`config.mk`:
```
export PLATFORM = sky130hd
export DESIGN_NAME = serial_subtractor
export DESIGN_NICKNAME = d
export VERILOG_FILES = /design/src/rtl/serial_sub_pkg.sv /design/src/rtl/full_subractor.sv /design/src/rtl/serial_subtractor.sv
export SDC_FILE = /design/constraint.sdc
export NUM_CORES = 1
export LEC_CHECK = 0
export CELL_PAD_IN_SITES_DETAIL_PLACEMENT = 0
export CELL_PAD_IN_SITES_GLOBAL_PLACEMENT = 1
export CORE_MARGIN = 4
export CORE_UTILIZATION = 46
export CTS_BUF_LIST = sky130_fd_sc_hd__clkbuf_4 sky130_fd_sc_hd__clkbuf_8
export DETAILED_ROUTE_END_ITERATION = 8
export MAX_ROUTING_LAYER = met4
export PLACE_DENSITY_LB_ADDON = 0.1
export SLEW_MARGIN = 20
export SYNTH_ARGS = -nofsm -noshare
export SYNTH_HDL_FRONTEND = slang
export SYNTH_SLANG_ARGS = --single-unit
```
`constraint.sdc`:
```
create_clock -name clk -period 3.5 [get_ports clk]
set_clock_uncertainty 0.1 [all_clocks]
set_input_delay 0.7 -clock clk [delete_from_list [all_inputs] [get_ports clk]]
set_output_delay 0.7 -clock clk [all_outputs]
set_load 0.01 [all_outputs]
```
`src/rtl/serial_sub_pkg.sv`:
```
// Shared types and elaboration limits for the bit-serial subtractor.
package serial_sub_pkg;

    typedef enum logic [1:0] {
        IDLE  = 2'd0,
        SHIFT = 2'd1,
        DONE  = 2'd2
    } state_t;

    localparam int unsigned WIDTH_MIN = 2;
    localparam int unsigned WIDTH_MAX = 64;

    function automatic bit width_ok(input int unsigned w);
        return (w >= WIDTH_MIN) && (w <= WIDTH_MAX);
    endfunction

endpackage

```
`src/rtl/full_subractor.sv`:
```
// 1-bit full subtractor: diff = a - b - c, borrow set when the result underflows.
module full_subractor (
    input  logic a,
    input  logic b,
    input  logic c,
    output logic diff,
    output logic borrow
);

    assign diff   = a ^ b ^ c;
    assign borrow = (~a & b) | (~(a ^ b) & c);

endmodule

```
`src/rtl/serial_subtractor.sv`:
```
// Bit-serial a - b - bin over WIDTH bits, LSB first, one bit per clock.
// A single full_subractor cell is reused every cycle with a registered borrow.
module serial_subtractor
    import serial_sub_pkg::*;
#(
    parameter int unsigned WIDTH = 8
) (
    input  logic             clk,
    input  logic             rst,
    input  logic             start,
    input  logic [WIDTH-1:0] a_in,
    input  logic [WIDTH-1:0] b_in,
    input  logic             bin_in,
    output logic             ready,
    output logic             busy,
    output logic             done,
    output logic [WIDTH-1:0] diff_out,
    output logic             borrow_out
);

    localparam int unsigned   CW       = $clog2(WIDTH);
    localparam logic [CW-1:0] LAST_BIT = CW'(WIDTH - 1);

    generate
        if (!width_ok(WIDTH)) begin : g_bad_width
            $error("serial_subtractor: WIDTH must be within 2..64");
        end
    endgenerate

    state_t           r_state;
    state_t           w_next;
    logic [WIDTH-1:0] r_a_sr;
    logic [WIDTH-1:0] r_b_sr;
    logic [WIDTH-2:0] r_res_sr;
    logic [WIDTH-1:0] w_res_next;
    logic [WIDTH-1:0] r_diff_out;
    logic             r_brw;
    logic             r_borrow_out;
    logic [CW-1:0]    r_cnt;
    logic             w_cell_diff;
    logic             w_cell_borrow;
    logic             w_last;

    full_subractor u_cell (
        .a      (r_a_sr[0]),
        .b      (r_b_sr[0]),
        .c      (r_brw),
        .diff   (w_cell_diff),
        .borrow (w_cell_borrow)
    );

    // Only WIDTH-1 history bits are stored; the new diff bit completes the word.
    assign w_res_next = {w_cell_diff, r_res_sr};
    assign w_last     = (r_cnt == LAST_BIT);

    always_ff @(posedge clk or posedge rst) begin
        if (rst) begin
            r_state <= IDLE;
        end else begin
            r_state <= w_next;
        end
    end

    always_comb begin
        w_next = r_state;
        ready  = 1'b0;
        busy   = 1'b0;
        done   = 1'b0;
        case (r_state)
            IDLE: begin
                ready = 1'b1;
                if (start) begin
                    w_next = SHIFT;
                end
            end
            SHIFT: begin
                busy = 1'b1;
                if (w_last) begin
                    w_next = DONE;
                end
            end
            DONE: begin
                busy   = 1'b1;
                done   = 1'b1;
                w_next = IDLE;
            end
            default: w_next = IDLE;
        endcase
    end

    always_ff @(posedge clk or posedge rst) begin
        if (rst) begin
            r_a_sr       <= '0;
            r_b_sr       <= '0;
            r_res_sr     <= '0;
            r_brw        <= 1'b0;
            r_cnt        <= '0;
            r_diff_out   <= '0;
            r_borrow_out <= 1'b0;
        end else begin
            case (r_state)
                IDLE: begin
                    if (start) begin
                        r_a_sr <= a_in;
                        r_b_sr <= b_in;
                        r_brw  <= bin_in;
                        r_cnt  <= '0;
                    end
                end
                SHIFT: begin
                    r_a_sr   <= r_a_sr >> 1;
                    r_b_sr   <= r_b_sr >> 1;
                    r_res_sr <= w_res_next[WIDTH-1:1];
                    r_brw    <= w_cell_borrow;
                    r_cnt    <= r_cnt + CW'(1);
                    if (w_last) begin
                        r_diff_out   <= w_res_next;
                        r_borrow_out <= w_cell_borrow;
                    end
                end
                default: ;
            endcase
        end
    end

    assign diff_out   = r_diff_out;
    assign borrow_out = r_borrow_out;

endmodule

```
==> results of run 1 <==
-- sequential cells by signal, summed over array words and instances, names as in the netlist --
signal and count:
borrow_out 1, diff_out 8, r_cnt 3, r_b_sr 8, r_brw 1, r_a_sr 8
r_res_sr 7, r_state 2
-- worst max-delay path, stage by stage, from the launching register on --
cell and delay [ps]:
sky130_fd_sc_hd__dfrtp_1 400, sky130_fd_sc_hd__inv_1 80, sky130_fd_sc_hd__ha_1 140, sky130_fd_sc_hd__buf_4 270, sky130_fd_sc_hd__clkdlybuf4s50_1 600
-- logic make-up after synthesis --
logic type	share of synthesized area
flops	0.5231
fa+ha+maj	0.04542
buf+inv	0.07020
mux	0.09910
simple gates	0.07433
compound gates	0.1879
-- where the power goes --
group / leakage [nW] / internal (mW) / switching (mW) / total (mW)
logic: 0.466 / 0.409 / 0.432 / 0.841
clock network: 0.0683 / 0.286 / 0.162 / 0.448
registers: 0.456 / 0.627 / 0.114 / 0.741
total: 0.991 / 1.32 / 0.708 / 2.03
-- per-layer routing --
metal	routed length, um	global-route usage	share of wire	vias up
met2	1774	0.2523	0.49	31
met3	160	0.04688	0.044	10
met5	0	-	0	-
li1	-	-	-	622
met4	63	0.06472	0.017	0
met1	1623	0.2173	0.45	641
-- worst max path at each step --
stage,start,end,cells after the start
global placement,start,r_cnt[0],4
detailed placement,start,r_cnt[0],4
global route,r_state[1],ready,4
CTS,r_state[1],ready,4
finish,r_state[0],ready,4
floorplan,start,r_cnt[0],5
-- area by class of cell --
| class | instances | area, um^2 | share of cell area |
|---|---|---|---|
| Tap cell | 48 | 60.06 | 0.02637 |
| Multi-Input combinational cell | 90 | 739.5 | 0.3247 |
| Sequential cell | 38 | 950.9 | 0.4176 |
| Timing Repair Buffer | 34 | 332.8 | 0.1462 |
| Clock buffer | 5 | 68.82 | 0.03022 |
| Inverter | 15 | 56.30 | 0.02473 |
| Clock inverter | 3 | 68.82 | 0.03022 |
-- cells in the final DEF (no fill, tap or decap) --
cell type and instances:
sky130_fd_sc_hd__nand2b_1 2, sky130_fd_sc_hd__o21ai_0 6, sky130_fd_sc_hd__fa_1 1, sky130_fd_sc_hd__dfrtp_1 38, sky130_fd_sc_hd__inv_1 14, sky130_fd_sc_hd__nand3b_1 2
sky130_fd_sc_hd__a22o_1 4, sky130_fd_sc_hd__clkinv_1 1, sky130_fd_sc_hd__ha_1 5, sky130_fd_sc_hd__nor2b_4 1, sky130_fd_sc_hd__clkinv_4 1, sky130_fd_sc_hd__nand2_2 1
sky130_fd_sc_hd__a21oi_1 4, sky130_fd_sc_hd__o22ai_1 13, sky130_fd_sc_hd__clkbuf_8 5, sky130_fd_sc_hd__bufinv_16 2, sky130_fd_sc_hd__nor3_1 6, sky130_fd_sc_hd__clkdlybuf4s50_1 31
sky130_fd_sc_hd__mux2_2 16, sky130_fd_sc_hd__nor2_2 1, sky130_fd_sc_hd__buf_4 3, sky130_fd_sc_hd__nand2_1 2, sky130_fd_sc_hd__a221oi_1 8, sky130_fd_sc_hd__nor2_1 9
sky130_fd_sc_hd__a221oi_2 7, sky130_fd_sc_hd__nand3_1 2
==> implementation parameters, run 1 <==
Parameter                              Value

GRT
  Antenna violations before repair ... 0
  Remaining global-route overflow ... 0
  Largest net degree at the start of global routing ... 39
  Global-route wire length before repair ... 6472 um
  Global routing usage summed across all routing layers ... 0.1684
  Via count of the first global-routing pass ... 1336

Placed design
  Number of buffers inserted by port buffering ... 31
  Post-placement cell area ... 2140 um^2
  RD Place Congestion ... 0.7657
  HPWL after detailed placement ... 2430 um
  Setup Slack @ Placement ... 901.3 ps
  Number of placed instances with taps included ... 225

Floorplanning
  Row count ... 22
  Die width ... 70.87 um
  Area of the core ... 3744 um^2
  Chip Height ... 70.87 um
  Die Area ... 5022 um^2
  I/O pin count ... 32
  Starting Density ... 0.4856

Synth
  Most instantiated cells after synthesis ... sky130_fd_sc_hd__dfrtp_1, sky130_fd_sc_hd__mux2_2, sky130_fd_sc_hd__inv_1
  Most common cell in the netlist ... sky130_fd_sc_hd__dfrtp_1
  Cell accounting for the most synthesized area ... sky130_fd_sc_hd__dfrtp_1
  Combined area of all synthesized cells ... 1818 um^2
  Share of synthesized flip-flops with an asynchronous set or reset ... 1.000
  EDFF count, synth ... 0
  Synthesis Warnings ... 0
  Mean post-synth cell area ... 11.81 um^2
  Post-synth top area share ... 0.5231
  Number of standard cells after synthesis ... 154
  Number of flip-flops and latches in the synthesized netlist ... 38
  Synthesized net count ... 180
  Top cells by area in the synthesized netlist ... sky130_fd_sc_hd__dfrtp_1, sky130_fd_sc_hd__mux2_2, sky130_fd_sc_hd__a221oi_2
  Count of unique library cells instantiated by Yosys ... 24
  Top FF cell, synth ... sky130_fd_sc_hd__dfrtp_1
  Seq/Total Area, Yosys ... 0.5231

CTS
  CTS tree ... done
  Count of cells resized by post-cts repair ... 0
  Maximum clock path buffer count ... 2
  Number of buffers inserted to repair setup after CTS ... 0
  CTS Root Cell ... sky130_fd_sc_hd__clkbuf_8
  H-tree depth ... 2
  Cts bufs inserted ... 5
  Post-CTS Hold Fix Bufs ... 0
  Clock net sink count ... 38
  Clock input transition at the sequential cells of the worst setup and hold paths ... 80 ps
  Clock latency of the later-clocked register in the worst-skew pair ... 290 ps

Timing
  Max-slew violation count ... 0
  Final Cycle Share ... 0.7388
  Time the worst path needs with I/O delays and setup ... 2586 ps
  Achievable Freq ... 386.7 MHz
  Setup TNS Final ... 0 ps
  Number of failing hold endpoints at the final stage ... 0
  Least setup slack across all paths after layout ... 914.1 ps
  Setup repair after global routing missed its margin ... no
  Final setup vio count ... 0
  Relative max-transition margin ... 0.5640
  Transition time at the pin with the least slew margin ... 653.3 ps
  Worst hold slack across all endpoints ... 409.6 ps

Critical path
  Highest fanout seen on the critical path ... 27
  Crit start category ... flop
  Worst reg2reg endpoint ... r_brw
  Sort of element at the end of the critical path ... output pin
  R2r startpoint ... r_state[1]
  Required time of the critical path ... 2700 ps
  Data arrival time of the worst path ... 1790 ps
  Number of cells traversed by the worst register-to-register path ... 6
  Crit Path Class ... reg -> out
  Reg2reg setup slack ... 1150 ps

Finish
  Fraction of layout instances using a drive strength above 1 ... 0.2000
  Number of nets in the layout ... 210
  Final cell count without fillers ... 233
  Post-route standard cell area excluding fillers ... 2277 um^2
  Final standard cell utilization of the core ... 0.6083
  Syn-to-layout area delta ... 25.26%
  Ant diodes ... 0
  Final-layout fill cell count ... 327

Min path
  Worst hold path startpoint ... diff_out[0]
  Min-Delay Path Depth ... 1
  Type of the most critical hold path ... reg -> reg
  Hold endpoint ... diff_out[0]

Job
  Number of max-cap violations ... 0

Pwr
  Max rail drop VDD ... 0.4346 mV
  Leakage component of the power ... 0.9906 nW
  Power density over the cells ... 891.6 nW/um^2
  Power consumption ... 2.030 mW

Detailed routing
  Post-route antenna net violation count ... 0
  First-pass DRT Iterations ... 4
  Wire length per cell after detailed routing ... 15.54 um
  DRC violation count after routing ... 0
  Via-to-Cell Ratio ... 5.597
  Vias ... 1304
  Final wirelength ... 3621 um
  Count of routing violations after the opening detailed-route iteration ... 68

Outcome
  Result of the run ... finished, final reports clean
Power figures use the tool's default switching activity.
==> inputs of run 2 (changes only) <==
--- a/config.mk
+++ b/config.mk
@@ -8,7 +8,7 @@
 export CELL_PAD_IN_SITES_DETAIL_PLACEMENT = 0
 export CELL_PAD_IN_SITES_GLOBAL_PLACEMENT = 1
 export CORE_MARGIN = 4
-export CORE_UTILIZATION = 46
+export CORE_UTILIZATION = 39
 export CTS_BUF_LIST = sky130_fd_sc_hd__clkbuf_4 sky130_fd_sc_hd__clkbuf_8
 export DETAILED_ROUTE_END_ITERATION = 8
 export MAX_ROUTING_LAYER = met4
==> constraint.sdc (replaced) <==
create_clock -name clk -period 2.1 [get_ports clk]
set_clock_uncertainty 0.1 [all_clocks]
set_input_delay 0.42 -clock clk [delete_from_list [all_inputs] [get_ports clk]]
set_output_delay 0.42 -clock clk [all_outputs]
set_load 0.01 [all_outputs]
==> implementation parameters, run 2 (synthesized netlist as in run 1, its figures left out) <==
Parameter                              Value

Outcome
  Result of the run ... finished, final reports clean (unchanged)

CTS
  Clock input transition at the sequential cells of the worst setup and hold paths ... 70 ps (was 80 ps)
  Maximum clock path buffer count ... 2 (unchanged)
  CTS Root Cell ... sky130_fd_sc_hd__clkbuf_8 (unchanged)
  H-tree depth ... 2 (unchanged)
  CTS tree ... done (unchanged)
  Cts bufs inserted ... 5 (unchanged)
  Clock latency of the later-clocked register in the worst-skew pair ... 290 ps (about the same)
  Clock net sink count ... 38 (unchanged)

Critical path
  Data arrival time of the worst path ... 1450 ps (was 1790 ps)
  Crit Path Class ... reg -> out (unchanged)
  Sort of element at the end of the critical path ... output pin (unchanged)
  Crit start category ... flop (unchanged)
  Highest fanout seen on the critical path ... 3 (was 27)
  Required time of the critical path ... 1580 ps (was 2700 ps)

Finish
  Commonest non-fill, non-tap cells in the layout ... sky130_fd_sc_hd__dfrtp_1, sky130_fd_sc_hd__clkdlybuf4s50_1, sky130_fd_sc_hd__mux2_2 (unchanged)
  Most common cell after layout, fill and taps aside ... sky130_fd_sc_hd__dfrtp_1 (unchanged)
  Final standard cell utilization of the core ... 0.5160 (was 0.6083)
  Total area of multi-input combinational cells ... 739.5 um^2 (unchanged)
  Syn-to-layout area delta ... 26.15% (was 25.26%)
  Final-layout fill cell count ... 408 (was 327)
  Flip-flop and latch area ... 950.9 um^2 (unchanged)
  Number of nets in the layout ... 217 (was 210)
  Final cell count without fillers ... 244 (was 233)
  Post-route standard cell area excluding fillers ... 2293 um^2 (was 2277 um^2)
  Fraction of layout instances using a drive strength above 1 ... 0.2292 (was 0.2000)
  Ant diodes ... 0 (unchanged)

GRT
  Remaining global-route overflow ... 0 (unchanged)
  Global-route wire length before repair ... 6755 um (was 6472 um)
  Via count of the first global-routing pass ... 1353 (was 1336)
  Global routing usage summed across all routing layers ... 0.1514 (was 0.1684)
  Largest net degree at the start of global routing ... 39 (unchanged)
  Antenna violations before repair ... 0 (unchanged)

Min path
  Type of the most critical hold path ... reg -> reg (unchanged)

Floorplanning
  I/O pin count ... 32 (unchanged)
  Chip Height ... 76.28 um (was 70.87 um)
  Die Area ... 5818 um^2 (was 5022 um^2)
  Die width ... 76.28 um (was 70.87 um)
  Starting Density ... 0.4091 (was 0.4856)
  Area of the core ... 4444 um^2 (was 3744 um^2)
  Row count ... 24 (was 22)

Detailed routing
  Via-to-Cell Ratio ... 5.463 (was 5.597)
  Vias ... 1333 (was 1304)
  First-pass DRT Iterations ... 4 (unchanged)
  Wire length per cell after detailed routing ... 16.26 um (was 15.54 um)
  Count of routing violations after the opening detailed-route iteration ... 66 (was 68)
  DRC violation count after routing ... 0 (unchanged)
  Post-route antenna net violation count ... 0 (unchanged)
  Final wirelength ... 3967 um (was 3621 um)

Placed design
  Post-placement cell area ... 2190 um^2 (was 2140 um^2)
  RD Place Congestion ... 0.7664 (was 0.7657)
  HPWL after detailed placement ... 2778 um (was 2430 um)
  Number of buffers inserted by port buffering ... 31 (unchanged)
  Setup Slack @ Placement ... 14.34 ps (was 901.3 ps)
  Number of placed instances with taps included ... 235 (was 225)

Timing
  Max-slew violation count ... 0 (unchanged)
  Number of failing hold endpoints at the final stage ... 0 (unchanged)
  Time the worst path needs with I/O delays and setup ... 1969 ps
  Final setup vio count ... 0 (unchanged)
  Least setup slack across all paths after layout ... 130.8 ps (was 914.1 ps)
  Final Cycle Share ... 0.9377
  Relative max-transition margin ... 0.5468 (was 0.5640)
  Achievable Freq ... 507.8 MHz
  Setup TNS Final ... 0 ps (unchanged)
  Setup repair after global routing missed its margin ... no (unchanged)
  Transition time at the pin with the least slew margin ... 679.1 ps (was 653.3 ps)
  Worst hold slack across all endpoints ... 396.7 ps (was 409.6 ps)

Pwr
  Power consumption ... 3.242 mW (was 2.030 mW)
  Max rail drop VDD ... 0.4710 mV (was 0.4346 mV)
  Leakage component of the power ... 1.018 nW (was 0.9906 nW)
  Power density over the cells ... 1414 nW/um^2 (was 891.6 nW/um^2)

Job
  Number of max-cap violations ... 0 (unchanged)
## run 2: report_power, final
| group | internal [mW] | total [mW] | switching (mW) |
|---|---|---|---|
| logic | 0.733 | 1.48 | 0.743 |
| registers | 1.05 | 1.24 | 0.193 |
| clock network | 0.278 | 0.527 | 0.249 |
## run 2: worst paths after layout
| check | from | endpoint | slack (ps) | cells after the start |
|---|---|---|---|---|
| max | r_state[0] | done | 130 | 3 |
| min reg2reg | borrow_out | borrow_out | 400 | 2 |
| min in group asynchronous | rst | r_a_sr[5] | 440 | 3 |
| min | borrow_out | borrow_out | 400 | 2 |
| max reg2reg | r_state[0] | r_brw | 260 | 5 |
| max in group asynchronous | rst | r_brw | 1120 | 3 |
## run 2: layout make-up
type                    instances  area share
inverters                      15     0.02455
flip-flops and latches         38      0.4146
repair buffers                 41      0.1686
multi-input cells              90      0.3224
well taps                      52     0.02837
clock inverters                 1    0.002182
clock buffers                   7     0.03928
## run 2: layer usage
layer  vias to the layer above  track usage  share of wire
met4                         0      0.05616          0.014
met3                         6      0.03664          0.047
met1                       657       0.1922           0.44
met2                        36       0.2355           0.50
met5                         -            -              0
li1                        634            -              -
## run 2: worst max-delay path, cell delays in order, from the launching register on
cell and delay [ps]:
sky130_fd_sc_hd__dfrtp_1 410, sky130_fd_sc_hd__inv_1 90, sky130_fd_sc_hd__ha_1 140, sky130_fd_sc_hd__clkdlybuf4s50_1 530
## run 2: what timing repair did
action                     4_1_cts  5_1_grt
setup buffers                    0        1
setup endpoints to repair        1        1
hold buffers                     0        0
gates resized for setup          1        1
==> inputs of run 3 (changes only) <==
--- a/config.mk
+++ b/config.mk
@@ -5,12 +5,15 @@
 export SDC_FILE = /design/constraint.sdc
 export NUM_CORES = 1
 export LEC_CHECK = 0
+export CAP_MARGIN = 20
 export CELL_PAD_IN_SITES_DETAIL_PLACEMENT = 0
 export CELL_PAD_IN_SITES_GLOBAL_PLACEMENT = 1
+export CORE_ASPECT_RATIO = 0.5
 export CORE_MARGIN = 4
 export CORE_UTILIZATION = 39
 export CTS_BUF_LIST = sky130_fd_sc_hd__clkbuf_4 sky130_fd_sc_hd__clkbuf_8
 export DETAILED_ROUTE_END_ITERATION = 8
+export HOLD_SLACK_MARGIN = 0.03
 export MAX_ROUTING_LAYER = met4
 export PLACE_DENSITY_LB_ADDON = 0.1
 export SLEW_MARGIN = 20
==> implementation parameters, run 3 (synthesized netlist as in run 1, its figures left out) <==
Parameter                              Value

Outcome
  Result of the run ... finished, final reports clean (unchanged)

Critical path
  Capture point of the worst path ... done (unchanged)
  Highest fanout seen on the critical path ... 2 (was 3)
  Reg2reg setup slack ... 290 ps (was 260 ps)
  Sequence of cells on the critical path ... inv_1, ha_1, clkdlybuf4s50_1 (unchanged)
  Sort of element at the end of the critical path ... output pin (unchanged)
  Crit start category ... flop (unchanged)
  R2r startpoint ... r_state[1] (was r_state[0])
  Buffer and inverter count on the worst path ... 2 (unchanged)
  Crit Path Class ... reg -> out (unchanged)
  Data arrival time of the worst path ... 1440 ps (was 1450 ps)
  Cell family with most CP delay ... buffers and inverters (unchanged)
  Worst reg2reg endpoint ... r_b_sr[0] (was r_brw)
  Cell type of the slowest stage on the worst timing path ... sky130_fd_sc_hd__clkdlybuf4s50_1 (unchanged)
  Crit. path cell count ... 3 (unchanged)
  Required time of the critical path ... 1580 ps (about the same)
  Maximum cell stage delay along the critical path ... 530 ps (about the same)
  Origin of the worst setup path ... r_state[0] (unchanged)
  Number of cells traversed by the worst register-to-register path ... 7 (was 5)

Finish
  Syn-to-layout area delta ... 28.01% (was 26.15%)
  Number of nets in the layout ... 216 (was 217)
  Most common cell after layout, fill and taps aside ... sky130_fd_sc_hd__dfrtp_1 (unchanged)
  Ant diodes ... 0 (unchanged)
  Final-layout fill cell count ... 421 (was 408)
  Fraction of layout instances using a drive strength above 1 ... 0.2251 (was 0.2292)
  Final cell count without fillers ... 248 (was 244)
  Commonest non-fill, non-tap cells in the layout ... sky130_fd_sc_hd__dfrtp_1, sky130_fd_sc_hd__clkdlybuf4s50_1, sky130_fd_sc_hd__mux2_2 (unchanged)

CTS
  Maximum clock path buffer count ... 2 (unchanged)
  Cts bufs inserted ... 5 (unchanged)
  Post-CTS Hold Fix Bufs ... 0 (unchanged)
  H-tree depth ... 2 (unchanged)
  Clock latency of the later-clocked register in the worst-skew pair ... 290 ps (about the same)
  Clock input transition at the sequential cells of the worst setup and hold paths ... 70 ps (about the same)
  CTS tree ... done (unchanged)
  Clock net sink count ... 38 (unchanged)
  CTS Root Cell ... sky130_fd_sc_hd__clkbuf_8 (unchanged)

GRT
  Via count of the first global-routing pass ... 1296 (was 1353)
  Antenna violations before repair ... 0 (unchanged)
  Global routing usage summed across all routing layers ... 0.1360 (was 0.1514)
  Remaining global-route overflow ... 0 (unchanged)
  Largest net degree at the start of global routing ... 39 (unchanged)
  Global-route wire length before repair ... 6168 um (was 6755 um)

Detailed routing
  DRC violation count after routing ... 0 (unchanged)
  Vias ... 1292 (was 1333)
  Detail Route met3 WL ... 190 um (was 186 um)
  Routed length on met2 ... 1623 um (was 1964 um)
  Final wirelength ... 3659 um (was 3967 um)
  Max layer used ... met4 (unchanged)
  Post-route antenna net violation count ... 0 (unchanged)
  Count of routing violations after the opening detailed-route iteration ... 50 (was 66)
  Sum of routed wire segments on met1 ... 1814 um (was 1758 um)
  First-pass DRT Iterations ... 4 (unchanged)
  Wire length per cell after detailed routing ... 14.75 um (was 16.26 um)
  Via-to-Cell Ratio ... 5.210 (was 5.463)

Pwr
  Power density over the cells ... 1434 nW/um^2 (was 1414 nW/um^2)
  Power consumption ... 3.338 mW (was 3.242 mW)
  Leakage component of the power ... 1.034 nW (was 1.018 nW)
  Max rail drop VDD ... 0.4983 mV (was 0.4710 mV)

Timing
  Least setup slack across all paths after layout ... 139.7 ps (was 130.8 ps)
  Time the worst path needs with I/O delays and setup ... 1960 ps (was 1969 ps)
  Setup repair after global routing missed its margin ... no (unchanged)
  Final setup vio count ... 0 (unchanged)
  Max-slew violation count ... 0 (unchanged)
  Relative max-transition margin ... 0.5418 (was 0.5468)
  Number of failing hold endpoints at the final stage ... 0 (unchanged)
  Final Cycle Share ... 0.9335 (was 0.9377)
  Setup TNS Final ... 0 ps (unchanged)
  Achievable Freq ... 510.1 MHz (was 507.8 MHz)
  Transition time at the pin with the least slew margin ... 686.6 ps (was 679.1 ps)

Min path
  Type of the most critical hold path ... reg -> reg (unchanged)

Placed design
  RD Place Congestion ... 0.7044 (was 0.7664)
  HPWL after detailed placement ... 2403 um (was 2778 um)
  Setup Slack @ Placement ... -53.37 ps (was 14.34 ps)
  Number of placed instances with taps included ... 239 (was 235)
  Number of buffers inserted by port buffering ... 31 (unchanged)

Floorplanning
  Die width ... 104.6 um (was 76.28 um)
  Die Area ... 5884 um^2 (was 5818 um^2)
  Area of the core ... 4446 um^2 (was 4444 um^2)
  I/O pin count ... 32 (unchanged)
  Chip Height ... 56.28 um (was 76.28 um)
  Starting Density ... 0.4090 (was 0.4091)
  Row count ... 17 (was 24)

Job
  Number of max-cap violations ... 0 (unchanged)
## run 3: changes by cell type in the layout (fill, tap and decap cells not counted), sizes merged
cell / change
clkinv: -1
dlygate4sd2: -1
buf: -1
dlymetal6s2s: +1
bufinv: +1
## run 3: cell type report
| cell class | instances | area (um^2) | area share |
|---|---|---|---|
| multi-input cells | 90 | 739.5 | 0.3177 |
| clock inverters | 1 | 30.03 | 0.01290 |
| repair buffers | 40 | 395.4 | 0.1699 |
| flip-flops and latches | 38 | 950.9 | 0.4086 |
| inverters | 15 | 56.30 | 0.02419 |
| well taps | 57 | 71.32 | 0.03065 |
| clock buffers | 7 | 83.83 | 0.03602 |
## run 3: what timing repair did
| action | in CTS | in global routing |
|---|---|---|
| setup endpoints to repair | 0 | 2 |
| buffers inserted | 0 | 1 |
| gates resized for setup | 0 | 2 |
## run 3: how the worst min path moves through the flow
stage                       to       start  depth (start not counted)  slack [ps]
floorplan             r_cnt[1]    r_cnt[1]                          1         370
global placement    borrow_out  borrow_out                          2         380
detailed placement  borrow_out  borrow_out                          2         390
CTS                 borrow_out  borrow_out                          2         400
global route          r_cnt[2]    r_cnt[2]                          1         420
finish              borrow_out  borrow_out                          2         400
## run 3: tightest hold or removal path, delay by kind of cell (launching register included)
kind             cells  cell delay [ps]
AND/OR/NAND/NOR      1               50
AO/OA/AOI/OAI        1               60
flip-flops           1              350
## run 3: per-stage QoR
stage	instance area, um^2	util	hold slack (ps)
2_1_floorplan	1818	-	369.8
3_3_place_gp	2201	0.4951	383.7
3_5_place_dp	2201	0.4951	387.4
4_1_cts	2315	0.5207	404.8
5_1_grt	2327	0.5235	417.2
6_report	2327	0.5235	397.2
## run 3: routing by layer
layer  up-vias  track usage
met3         5      0.04363
met1       626       0.1824
met5         -            -
met2        27       0.1917
met4         0      0.05114
li1        634            -
## run 3: power breakdown
part           total (mW)  switching (mW)  internal, mW  leakage, nW
registers            1.23           0.188          1.05        0.456
logic                1.47           0.732         0.737        0.518
clock network       0.635           0.254         0.381       0.0593
total                3.34            1.17          2.16         1.03
